**src/rtl/mul_pkg.sv**
```systemverilog
// Shared types and constants for the sequential Booth multiplier.
// BOOTH_RADIX4_EN selects radix-4 recoding (WIDTH/2 iterations) instead of radix-2 (WIDTH iterations).
package mul_pkg;

  localparam int DEFAULT_WIDTH = 32;

  typedef enum logic [1:0] {
    IDLE,
    RUN,
    DONE
  } state_t;

  typedef enum logic [2:0] {
    ZERO,
    PLUS_M,
    MINUS_M,
    PLUS_2M,
    MINUS_2M
  } booth_op_t;

  function automatic int booth_iters(input int width);
`ifdef BOOTH_RADIX4_EN
    return width / 2;
`else
    return width;
`endif
  endfunction

  localparam int ITER_COUNT = booth_iters(DEFAULT_WIDTH);

endpackage

```
**src/rtl/booth_recoder.sv**
```systemverilog
// Combinational Booth recoder: multiplier bit group {q[i+1], q[i], q[i-1]} to add/subtract operation.
// BOOTH_RADIX4_EN uses the full triplet; otherwise only the low pair {q[i], q[i-1]} matters.
module booth_recoder
  import mul_pkg::*;
(
  input  logic [2:0] grp,
  output booth_op_t  op
);

`ifdef BOOTH_RADIX4_EN
  always_comb begin
    op = ZERO;
    case (grp)
      3'b001, 3'b010: op = PLUS_M;
      3'b011:         op = PLUS_2M;
      3'b100:         op = MINUS_2M;
      3'b101, 3'b110: op = MINUS_M;
      default:        op = ZERO;
    endcase
  end
`else
  logic unused_hi_bit;
  assign unused_hi_bit = grp[2];

  always_comb begin
    op = ZERO;
    case (grp[1:0])
      2'b01:   op = PLUS_M;
      2'b10:   op = MINUS_M;
      default: op = ZERO;
    endcase
  end
`endif

endmodule

```
**src/rtl/booth_seq_mul.sv**
```systemverilog
// Sequential signed Booth multiplier with start/busy/done handshake and HI/LO product outputs.
// BOOTH_RADIX4_EN selects radix-4 (WIDTH/2 cycles); default build is radix-2 (WIDTH cycles).
module booth_seq_mul
  import mul_pkg::*;
#(
  parameter int WIDTH = DEFAULT_WIDTH
) (
  input  logic             clk,
  input  logic             clr,
  input  logic             start,
  input  logic [WIDTH-1:0] multiplicand,
  input  logic [WIDTH-1:0] multiplier,
  output logic             busy,
  output logic             done,
  output logic [WIDTH-1:0] product_hi,
  output logic [WIDTH-1:0] product_lo
);

  localparam int N  = booth_iters(WIDTH);
  localparam int CW = (N > 1) ? $clog2(N) : 1;
  localparam int AW = WIDTH + 2;

  state_t          state_reg, state_next;
  logic [CW-1:0]   cnt_reg;
  logic [AW-1:0]   m_reg;
  logic [AW-1:0]   acc_reg;
  logic [WIDTH-1:0] q_reg;
  logic            qm1_reg;

  logic            accept;
  logic            last_iter;
  booth_op_t       op;
  logic [AW-1:0]   addend;
  logic [AW-1:0]   sum;
  logic [AW-1:0]   acc_next;
  logic [WIDTH-1:0] q_next;
  logic            qm1_next;

  assign accept    = start && (state_reg != RUN);
  assign last_iter = (state_reg == RUN) && (cnt_reg == CW'(N - 1));

  booth_recoder u_recoder (
    .grp ({q_reg[1:0], qm1_reg}),
    .op  (op)
  );

  always_ff @(posedge clk or negedge clr) begin
    if (!clr) begin
      state_reg <= IDLE;
    end else begin
      state_reg <= state_next;
    end
  end

  always_comb begin
    state_next = state_reg;
    busy       = 1'b0;
    done       = 1'b0;
    case (state_reg)
      IDLE: begin
        if (start) state_next = RUN;
      end
      RUN: begin
        busy = 1'b1;
        if (last_iter) state_next = DONE;
      end
      DONE: begin
        done       = 1'b1;
        state_next = start ? RUN : IDLE;
      end
      default: state_next = IDLE;
    endcase
  end

  // Add the selected multiple of M, then shift the {acc, q, q-1} chain right arithmetically.
  always_comb begin
    addend = '0;
    case (op)
      PLUS_M:   addend = m_reg;
      MINUS_M:  addend = -m_reg;
      PLUS_2M:  addend = m_reg << 1;
      MINUS_2M: addend = -(m_reg << 1);
      default:  addend = '0;
    endcase
    sum = acc_reg + addend;
`ifdef BOOTH_RADIX4_EN
    acc_next = {{2{sum[AW-1]}}, sum[AW-1:2]};
    q_next   = {sum[1:0], q_reg[WIDTH-1:2]};
    qm1_next = q_reg[1];
`else
    acc_next = {sum[AW-1], sum[AW-1:1]};
    q_next   = {sum[0], q_reg[WIDTH-1:1]};
    qm1_next = q_reg[0];
`endif
  end

  always_ff @(posedge clk or negedge clr) begin
    if (!clr) begin
      cnt_reg    <= '0;
      m_reg      <= '0;
      acc_reg    <= '0;
      q_reg      <= '0;
      qm1_reg    <= 1'b0;
      product_hi <= '0;
      product_lo <= '0;
    end else if (accept) begin
      cnt_reg <= '0;
      m_reg   <= {{2{multiplicand[WIDTH-1]}}, multiplicand};
      acc_reg <= '0;
      q_reg   <= multiplier;
      qm1_reg <= 1'b0;
    end else if (state_reg == RUN) begin
      cnt_reg <= cnt_reg + 1'b1;
      acc_reg <= acc_next;
      q_reg   <= q_next;
      qm1_reg <= qm1_next;
      // After the last shift the full product sits in the low WIDTH bits of acc and all of q.
      if (last_iter) begin
        product_hi <= acc_next[WIDTH-1:0];
        product_lo <= q_next;
      end
    end
  end

endmodule

```
**config.mk**
```make
export PLATFORM = sky130hd
export DESIGN_NAME = booth_seq_mul
export DESIGN_NICKNAME = d
export VERILOG_FILES = /design/src/rtl/mul_pkg.sv /design/src/rtl/booth_recoder.sv /design/src/rtl/booth_seq_mul.sv
export SDC_FILE = /design/constraint.sdc
export NUM_CORES = 1
export LEC_CHECK = 0
export BUFFER_PORTS_ARGS = -buffer_cell sky130_fd_sc_hd__buf_2
export CAP_MARGIN = 30
export CORE_MARGIN = 5
export CORE_UTILIZATION = 31
export CTS_BUF_LIST = sky130_fd_sc_hd__clkbuf_8
export DETAILED_ROUTE_END_ITERATION = 10
export GPL_TIMING_DRIVEN = 0
export PLACE_DENSITY_LB_ADDON = 0.25
export SLEW_MARGIN = 20
export SYNTH_ARGS = -nofsm -noshare
export SYNTH_HDL_FRONTEND = slang
export SYNTH_SLANG_ARGS = --single-unit
export TNS_END_PERCENT = 20
```
**constraint.sdc**
```tcl
create_clock -name clk -period 8.7 [get_ports clk]
set_input_delay 1.74 -clock clk [delete_from_list [all_inputs] [get_ports clk]]
set_output_delay 1.74 -clock clk [all_outputs]
set_load 0.01 [all_outputs]
```
# After elaboration in Yosys (flattened, before gate mapping)
# Index checks and enable logic that the tools add are counted.
[totals]
regBits = 170
inputBits = 67
output_inout_bits = 66
wordCells = 47
[op_classes]
addsub = 4
n_eq_ne = 12
muxes = 16
n_bitwise = 1
n_reduce_logical = 6
[ops]
columns = ["op", "count"]
rows = [
  ["$pmux 34 s4", 1],
  ["$mux 34", 2],
  ["$neg 34->34", 2],
  ["$mux 32", 2],
  ["$add 34x34->34", 1],
  ["$mux 5", 2],
  ["$eq 3x2->1 const B", 2],
  ["$pmux 2 s3", 1],
  ["$add 5x1->5 const B", 1],
  ["$eq 5x5->1 const B", 1],
  ["$mux 1", 5],
  ["$eq 2x1->1 const B", 2],
  ["$eq 2x2->1 const B", 2],
  ["$mux 2", 2],
  ["$ne 2x2->1 const B", 2],
  ["$pmux 2 s2", 1],
  ["$eq 3x1->1 const B", 1],
  ["$eq 3x3->1 const B", 1],
  ["$reduce_and 3->1", 1],
  ["$logic_and 1x1->1", 2],
  ["$logic_not 2->1", 1],
  ["$ne 2x1->1 const B", 1],
  ["$reduce_and 2->1", 1],
  ["$reduce_bool 2->1", 1],
  ["$not 1->1", 1],
]

# Logic depth before layout (Yosys ltp)
# Gate-level depths: netlist of run 1.
[depth]
ltp_word = 7
ltp_mapped = 20
ltp_nobuf = 18

# By module
# A second synthesis of run 1 with hierarchy kept.
[unflattened]
hier_cells = 1062
hier_area_um2 = 10073.4
[by_module_without_submodules]
columns = ["mod", "instances", "cells_per_inst", "area_per_inst_um2", "seq_area_each_um2"]
rows = [
  ["booth_seq_mul", 1, 1058, 10047.1, 4229.1],
  ["booth_recoder", 1, 4, 26.3, 0.0],
]

# Worst setup path before layout of run 1
# OpenSTA, ideal clock, no wires.
[synth_timing]
kind = "register -> register"
from = "register m_reg[14]"
to = "register product_hi[30]"
setup_ns = 0.131
t_arrival_ns = 4.535
slack_ns = 4.034
stages_incl_launch_ff = 20
synth_period_minus_slack_ns = 4.666
cell_sequence = "dfrtp_1 buf_6 or4_4 or4_4 or4_4 nor4_4 inv_1 o21ai_0 nand2_1 o311ai_0 ha_1 clkbuf_1 a21o_1 a21o_1 a21oi_1 nor2_1 a211oi_1 a31oi_1 and4_1 or3_1"
[synth_via]
elab_chain_cells = 3
[synth_lines]
columns = ["element", "line", "rtl"]
rows = [
  ["start: declaration", "booth_seq_mul.sv:25", "logic [AW-1:0] m_reg;"],
  ["start signal: assignment", "booth_seq_mul.sv:108", "m_reg <= {{2{multiplicand[WIDTH-1]}}, multiplicand};"],
  ["$neg 34->34, on equally long branches", "booth_seq_mul.sv:80, booth_seq_mul.sv:82", ""],
  ["$pmux 34 s4 *", "booth_seq_mul.sv:78", "case (op)"],
  ["$add 34x34->34 *", "booth_seq_mul.sv:85", "sum = acc_reg + addend;"],
  ["end signal: assignment", "booth_seq_mul.sv:119", "product_hi <= acc_next[WIDTH-1:0];"],
  ["end: declaration", "booth_seq_mul.sv:15", "output logic [WIDTH-1:0] product_hi,"],
]
# Every way passes the cells marked *; elsewhere a longest branch is shown, timed or not.
# A chain may end at the register's enable or synchronous reset.

# Worst setup path after layout of run 1
[layout_timing]
from = "register m_reg[5]"
to = "register product_hi[31]"
# The elaborated chain is that of the path after synthesis.

==> summary.md, run 1 <==
| Metric | Value |
|---|---|
| Overall Power | `4.580 mW` |
| Relative slew slack | `0.4815` |
| Slew Viols, Final | `0` |
| Hold Violations, Final | `0` |
| Startpoint of the worst hold path | `product_hi[17]$_DFFE_PN0P_` |
| Routed WL per cell | `17.18 um` |
| Drt pass-1 iters | `5` |
| Via count | `8,467` |
| Hold Buf Count CTS | `0` |
| Nature of the critical path startpoint | `flop` |
| GRT Overall Usage | `0.1611` |
| Layout cells sized above 1 | `0.1698` |
| Setup bufs post-CTS | `0` |
| FFs w/ async S/R, synth | `1.000` |
| Hold crit path type | `reg2reg` |
| PostCTS Resize Cnt | `0` |
| FMAX | `184.5 MHz` |
| Max clock buf depth | `2` |
| Filler cell count | `3,308` |
| Avg Inst Size Synth | `8.995 um2` |
| Number of synthesized register bits | `169` |
| Buffers added on ports | `131` |
| DR iter-0 viols | `471` |
| CTS Root Cell | `clkbuf_8` |
| Total CTS buffers | `17` |
| Die extent in y | `188.3 um` |
| GPL Wtd Cong | `0.9086` |
| Area growth from synthesis to layout | `16.21%` |
| Largest net degree at the start of global routing | `92` |
| Crit path launch | `m_reg[5]$_DFFE_PN0P_` |
| Number of library cell types mapped by synthesis | `56` |
| Yosys warning count | `0` |
| Max reg flops | `33` |
| Final wirelength | `28,570 um` |
| Most common cell after layout, fill and taps aside | `nand2_1` |
| Final HPWL DP | `21,500 um` |
| H-tree levels | `4` |
| Core area | `31,470 um2` |
| Worst path required time | `9050 ps` |
| CTS Sinks | `169` |
| Mapped Nets | `1,203` |
| Routed vias/inst | `5.091` |
| Dominant synthesized flop cell | `dfrtp_1` |
| Max rail drop VDD | `161.2 uV` |
| Top fanout value on the critical path | `9` |
| CTS tree | `built` |
| Fraction of the yosys area taken by sequential cells | `0.4290` |
| Highest-count cells in the layout ignoring fill and taps | `207 x nand2_1, 169 x dfrtp_1, 132 x buf_2` |
| Final core occ | `0.3640` |
| Pwr Density | `399.8 nW/um2` |
| Worst r2r src | `m_reg[5]$_DFFE_PN0P_` |
| Row count | `65` |
| Nets | `1,354` |
| I/O pins | `133` |
| Critical Path Sink Type | `flop` |
| # Max-Cap Violations | `0` |
| Number of flops mapped to enable cells by yosys | `0` |
| Period Utilization, post-route | `0.6229` |
| Status | `finished clean` |
| Clk Latency, worst-skew pair | `490 ps` |
| DIE AREA | `35,470 um2` |
| Post-Syn Area | `9858 um2` |
| Critical path type | `reg2reg` |
| Post-route DRC | `0` |
| Overflow after GRT | `0` |
| Global-route wire length before repair | `46,310 um` |
| Final min period | `5419 ps` |
| Starting Density | `0.3132` |
| Chip width | `188.3 um` |
| Vias in the first global route | `8,582` |
| Initial antenna violation count | `2` |
| Post-synthesis cell count | `1,096` |
| Max Clock Skew | `19.30 ps` |
| CTS clk-pin slew, worst paths | `110 ps` |
| Sum Neg Setup Slack | `0 ps` |
| Antenna Violating Nets Remaining | `0` |
| WP data arrival | `5770 ps` |
| Pleak | `5.344 nW` |
| Final setup vio count | `0` |
| RSZ-0062 raised after global routing | `false` |
| Worst-Margin Slew | `777.7 ps` |
report_power, final:
part / leakage, nW / internal, mW / switching, mW
clock network: 0.204 / 0.223 / 0.352
logic: 3.12 / 0.992 / 1.50
registers: 2.02 / 1.20 / 0.313
total: 5.34 / 2.41 / 2.17
stage by stage:
| stage | hold WS [ps] | area (um2) | std cells | setup WS (ps) |
|---|---|---|---|---|
| final | 481.3 | 11460 | 1663 | 3281 |
| after global routing | 507.2 | 11460 | 1663 | 2933 |
| after CTS | 488.9 | 11450 | 1662 | 3349 |
| after detailed placement | 456.8 | 11050 | 1630 | 3384 |
| after global placement | 456.3 | 11020 | 1629 | 3013 |
| after floorplan | 442.9 | 9858 | 1096 | 4034 |
cell type report:
cell class	instances	area, um2	area share
diodes	1	2.502	0.0002184
clock buffers	18	247.7	0.02163
well taps	402	503.0	0.04391
clock inverters	14	151.4	0.01322
repair buffers	132	693.2	0.06051
flip-flops and latches	169	4229	0.3692
multi-input cells	838	5285	0.4613
plain buffers	71	276.5	0.02414
inverters	18	67.56	0.005898
worst paths after layout:
kind / cells after the start / slack, ps / end
worst min-delay path: 2 / 480 / product_hi[17]$_DFFE_PN0P_
worst max register to register: 17 / 3280 / product_hi[31]$_DFFE_PN0P_
min in group asynchronous: 1 / 1220 / product_hi[9]$_DFFE_PN0P_
max in group asynchronous: 2 / 6600 / product_lo[5]$_DFFE_PN0P_
worst min register to register: 2 / 480 / product_hi[17]$_DFFE_PN0P_
worst max-delay path: 17 / 3280 / product_hi[31]$_DFFE_PN0P_
cells by family after synthesis:
kind of cell,after synthesis,share of synthesized area
AO/OA/AOI/OAI,278,0.1777
adder cells (fa/ha/maj),40,0.05153
AND/OR/NAND/NOR,411,0.1971
flip-flops,169,0.4290
buffers and inverters,89,0.03490
multiplexers,69,0.07425
XOR/XNOR,40,0.03554
layer usage:
| layer | track usage | vias to the layer above | routed length [um] |
|---|---|---|---|
| met2 | 0.2607 | 190 | 13030 |
| met4 | 0.04484 | 2 | 542 |
| li1 | - | 4178 | - |
| met3 | 0.04335 | 30 | 1672 |
| met1 | 0.2138 | 4067 | 13320 |
| met5 | 0 | - | 7 |
critical path: stages (launching register included):
cell and delay (ps):
dfrtp_1 370, clkbuf_1 200, or4_1 630, nor3_1 420, nand2b_1 210, or3_2 440, a32oi_1 290, nor2_1 100
ha_1 280, clkbuf_1 270, nand2_1 140, nor3_1 230, o211ai_1 220, a21boi_0 460, o211ai_1 200, a21boi_0 420
mux2i_1 250, o2111ai_1 140
Yosys cell counts (6+ instances only):
| library cell | instances | area (um2) |
|---|---|---|
| buf_1 | 11 | 41.29 |
| o31ai_1 | 6 | 45.04 |
| nand3b_1 | 32 | 240.2 |
| clkbuf_1 | 57 | 214.0 |
| o211ai_1 | 7 | 52.55 |
| o21ai_0 | 118 | 590.6 |
| nor3_1 | 23 | 115.1 |
| o21a_1 | 7 | 52.55 |
| or3_1 | 11 | 68.82 |
| nor2_1 | 64 | 240.2 |
| inv_1 | 18 | 67.56 |
| nand3_1 | 17 | 85.08 |
| a32oi_1 | 10 | 87.58 |
| xnor2_1 | 23 | 201.4 |
| a21o_1 | 43 | 322.8 |
| dfrtp_1 | 169 | 4229 |
| a21oi_1 | 29 | 145.1 |
| a211oi_1 | 9 | 67.56 |
| mux2_2 | 33 | 371.6 |
| nand2b_1 | 15 | 93.84 |
| xor2_1 | 17 | 148.9 |
| a22oi_1 | 18 | 135.1 |
| and3_1 | 6 | 37.54 |
| nor4_1 | 7 | 43.79 |
| ha_1 | 39 | 488.0 |
| mux2i_1 | 36 | 360.4 |
| nand2_1 | 207 | 777.0 |
Note: power is estimated with default switching activity, not from simulation.
==> run 2: changes to the inputs <==
==> constraint.sdc (replaced) <==
create_clock -name clk -period 4.45 [get_ports clk]
set_input_delay 0.89 -clock clk [delete_from_list [all_inputs] [get_ports clk]]
set_output_delay 0.89 -clock clk [all_outputs]
set_load 0.01 [all_outputs]
==> summary.md, run 2 (same netlist as run 1, synthesis figures left out) <==
| Metric | Value |
|---|---|
| Largest net degree at the start of global routing | `93 (+1.1%)` |
| Nets | `1,383 (+2.1%)` |
| Initial antenna violation count | `4 (+2)` |
| Slew Viols, Final | `0 (unchanged)` |
| Period Utilization, post-route | `1.026 (+0.4026)` |
| Worst path max stage delay | `560 ps (-70 ps)` |
| Antenna Violating Nets Remaining | `0 (unchanged)` |
| Max Clock Skew | `19.39 ps (+0.09330 ps)` |
| Crit path buffers/inverters | `3 (+1)` |
| DR iter-0 viols | `441 (-6.4%)` |
| Critical path type | `reg2reg` |
| Final wirelength | `30,040 um (+5.1%)` |
| Slowest-stage cell, CP | `or4_4` |
| H-tree levels | `4 (unchanged)` |
| Max rail drop VDD | `299.8 uV (+86%)` |
| Row count | `65 (unchanged)` |
| Area growth from synthesis to layout | `25.57%` |
| Violated checks | `setup timing` |
| Total CTS buffers | `17 (unchanged)` |
| CTS Root Cell | `clkbuf_8` |
| CTS clk-pin slew, worst paths | `110 ps (about the same)` |
| # Max-Cap Violations | `0 (unchanged)` |
| Highest routed layer | `met5` |
| Layout Cells excl Fill | `1,691 (+1.7%)` |
| WP data arrival | `4920 ps (-850 ps)` |
| Core area | `31,470 um2 (unchanged)` |
| Vias in the first global route | `8,615 (+0.38%)` |
| Pwr Density | `802.2 nW/um2 (+100%)` |
| Final HPWL DP | `21,440 um (-0.29%)` |
| Critical Path Sink Type | `flop` |
| Top fanout value on the critical path | `7 (-2)` |
| Pleak | `5.623 nW (+5.2%)` |
| Placed Instances | `1,630 (unchanged)` |
| GPL Wtd Cong | `0.8451 (-7.0%)` |
| Buffers added on ports | `131 (unchanged)` |
| Diode count | `0 (-1)` |
| I/O pins | `133 (unchanged)` |
| Highest-count cells in the layout ignoring fill and taps | `202 x nand2_1, 163 x dfrtp_1, 132 x buf_2` |
| Overflow after GRT | `0 (unchanged)` |
| Routed wl met2 | `13,850 um (+6.3%)` |
| Final min period | `4563 ps (-855.8 ps)` |
| Setup ws final | `-113.5 ps (-3394 ps)` |
| Chip width | `188.3 um (unchanged)` |
| Max reg flops | `33 (unchanged)` |
| FMAX | `219.1 MHz (+19%)` |
| Final setup vio count | `3 (+3)` |
| Worst-Margin Slew | `777.3 ps (-0.3639 ps)` |
| Starting Density | `0.3132 (unchanged)` |
| Max clock buf depth | `2 (unchanged)` |
| Routed vias/inst | `5.196 (+2.0%)` |
| Worst path required time | `4810 ps (-4240 ps)` |
| Drt pass-1 iters | `5 (unchanged)` |
| Largest delay share family, worst path | `simple AND/OR/NAND/NOR gates` |
| Clk Latency, worst-skew pair | `490 ps (about the same)` |
| Hold Violations, Final | `0 (unchanged)` |
| Relative slew slack | `0.4818 (about the same)` |
| Via count | `8,786 (+3.8%)` |
| CTS tree | `built` |
| M1 WL | `13,900 um (+4.4%)` |
| Die extent in y | `188.3 um (unchanged)` |
| Routed WL per cell | `17.76 um (+3.4%)` |
| Post-route DRC | `0 (unchanged)` |
| Hold crit path type | `in2async` |
| Sum Neg Setup Slack | `-263.9 ps (-263.9 ps)` |
| Layout cells sized above 1 | `0.2645 (+0.09470)` |
| Status | `complete, but fails checks` |
| CTS Sinks | `169 (unchanged)` |
| Most common cell after layout, fill and taps aside | `nand2_1` |
| RSZ-0062 raised after global routing | `true` |
| DIE AREA | `35,470 um2 (unchanged)` |
| Hold Buf Count CTS | `0 (unchanged)` |
| Nature of the critical path startpoint | `flop` |
| Length of routed met3 wiring | `1568 um (-6.2%)` |
| GRT Overall Usage | `0.1648 (+0.003672)` |
| CP Cell Sequence | `or4_4 -> or3_4 -> or3_4 -> buf_6 -> nor3_4 -> xnor2_1 -> a22oi_1 -> nor2_2 -> ha_4 -> and4_1 -> o211ai_1 -> o32a_1 -> o211ai_1 -> buf_4 -> nand3_4 -> a31oi_4 -> buf_6 -> nor4_2 -> or3_1` |
| Global-route wire length before repair | `47,210 um (+2.0%)` |
-- run 2: through the flow --
stage	power [mW]	area (um2)	util	setup WS (ps)	hold slack [ps]
after floorplan	6.326	9877	-	-5.218	442.9
after global placement	7.792	11040	0.3506	-889.7	455.3
after detailed placement	7.887	11070	0.3518	-880.3	457.0
after CTS	9.453	11910	0.3783	-225.6	379.3
after global routing	10.75	12380	0.3933	-233.6	415.0
final	9.931	12380	0.3933	-113.5	378.1
-- run 2: what timing repair did --
item,CTS,global route
endpoints found under the setup margin,29,34
buffers inserted,18,20
pin swaps,36,55
resized for setup,70,73
-- run 2: final timing paths --
kind                                       startpoint                    endpoint  slack (ps)  cells after the start
setup / recovery                 m_reg[7]$_DFFE_PN0P_  product_hi[30]$_DFFE_PN0P_        -110                     19
hold / removal                                    clr      acc_reg[8]$_DFFE_PN0P_         380                      1
setup reg to reg                 m_reg[7]$_DFFE_PN0P_  product_hi[30]$_DFFE_PN0P_        -110                     19
hold reg to reg            product_lo[24]$_DFFE_PN0P_  product_lo[24]$_DFFE_PN0P_         480                      2
max in group asynchronous                         clr  product_lo[23]$_DFFE_PN0P_        3190                      2
min in group clk           product_lo[24]$_DFFE_PN0P_  product_lo[24]$_DFFE_PN0P_         480                      2
-- run 2: power by group --
part           internal, mW  leakage (nW)  switching (mW)  total (mW)
combinational          2.48          3.40            3.29        5.77
sequential             2.34          2.02           0.676        3.02
clock                 0.431         0.210           0.716        1.15
-- run 2: per-layer routing --
layer | global-route usage | up-vias
met2 | 0.2608 | 203
met4 | 0.05129 | 8
li1 | - | 4238
met5 | 0 | -
met3 | 0.04298 | 42
met1 | 0.2222 | 4295
-- run 2: final cells by class --
type,count,area (um2)
buffer,62,250.2
clock buffer,17,234.0
clock inverter,15,176.4
fill,3145,19090
inverter,18,67.56
multi-input combinational,838,5899
sequential,169,4237
tap,402,503.0
timing repair buffer,170,1012
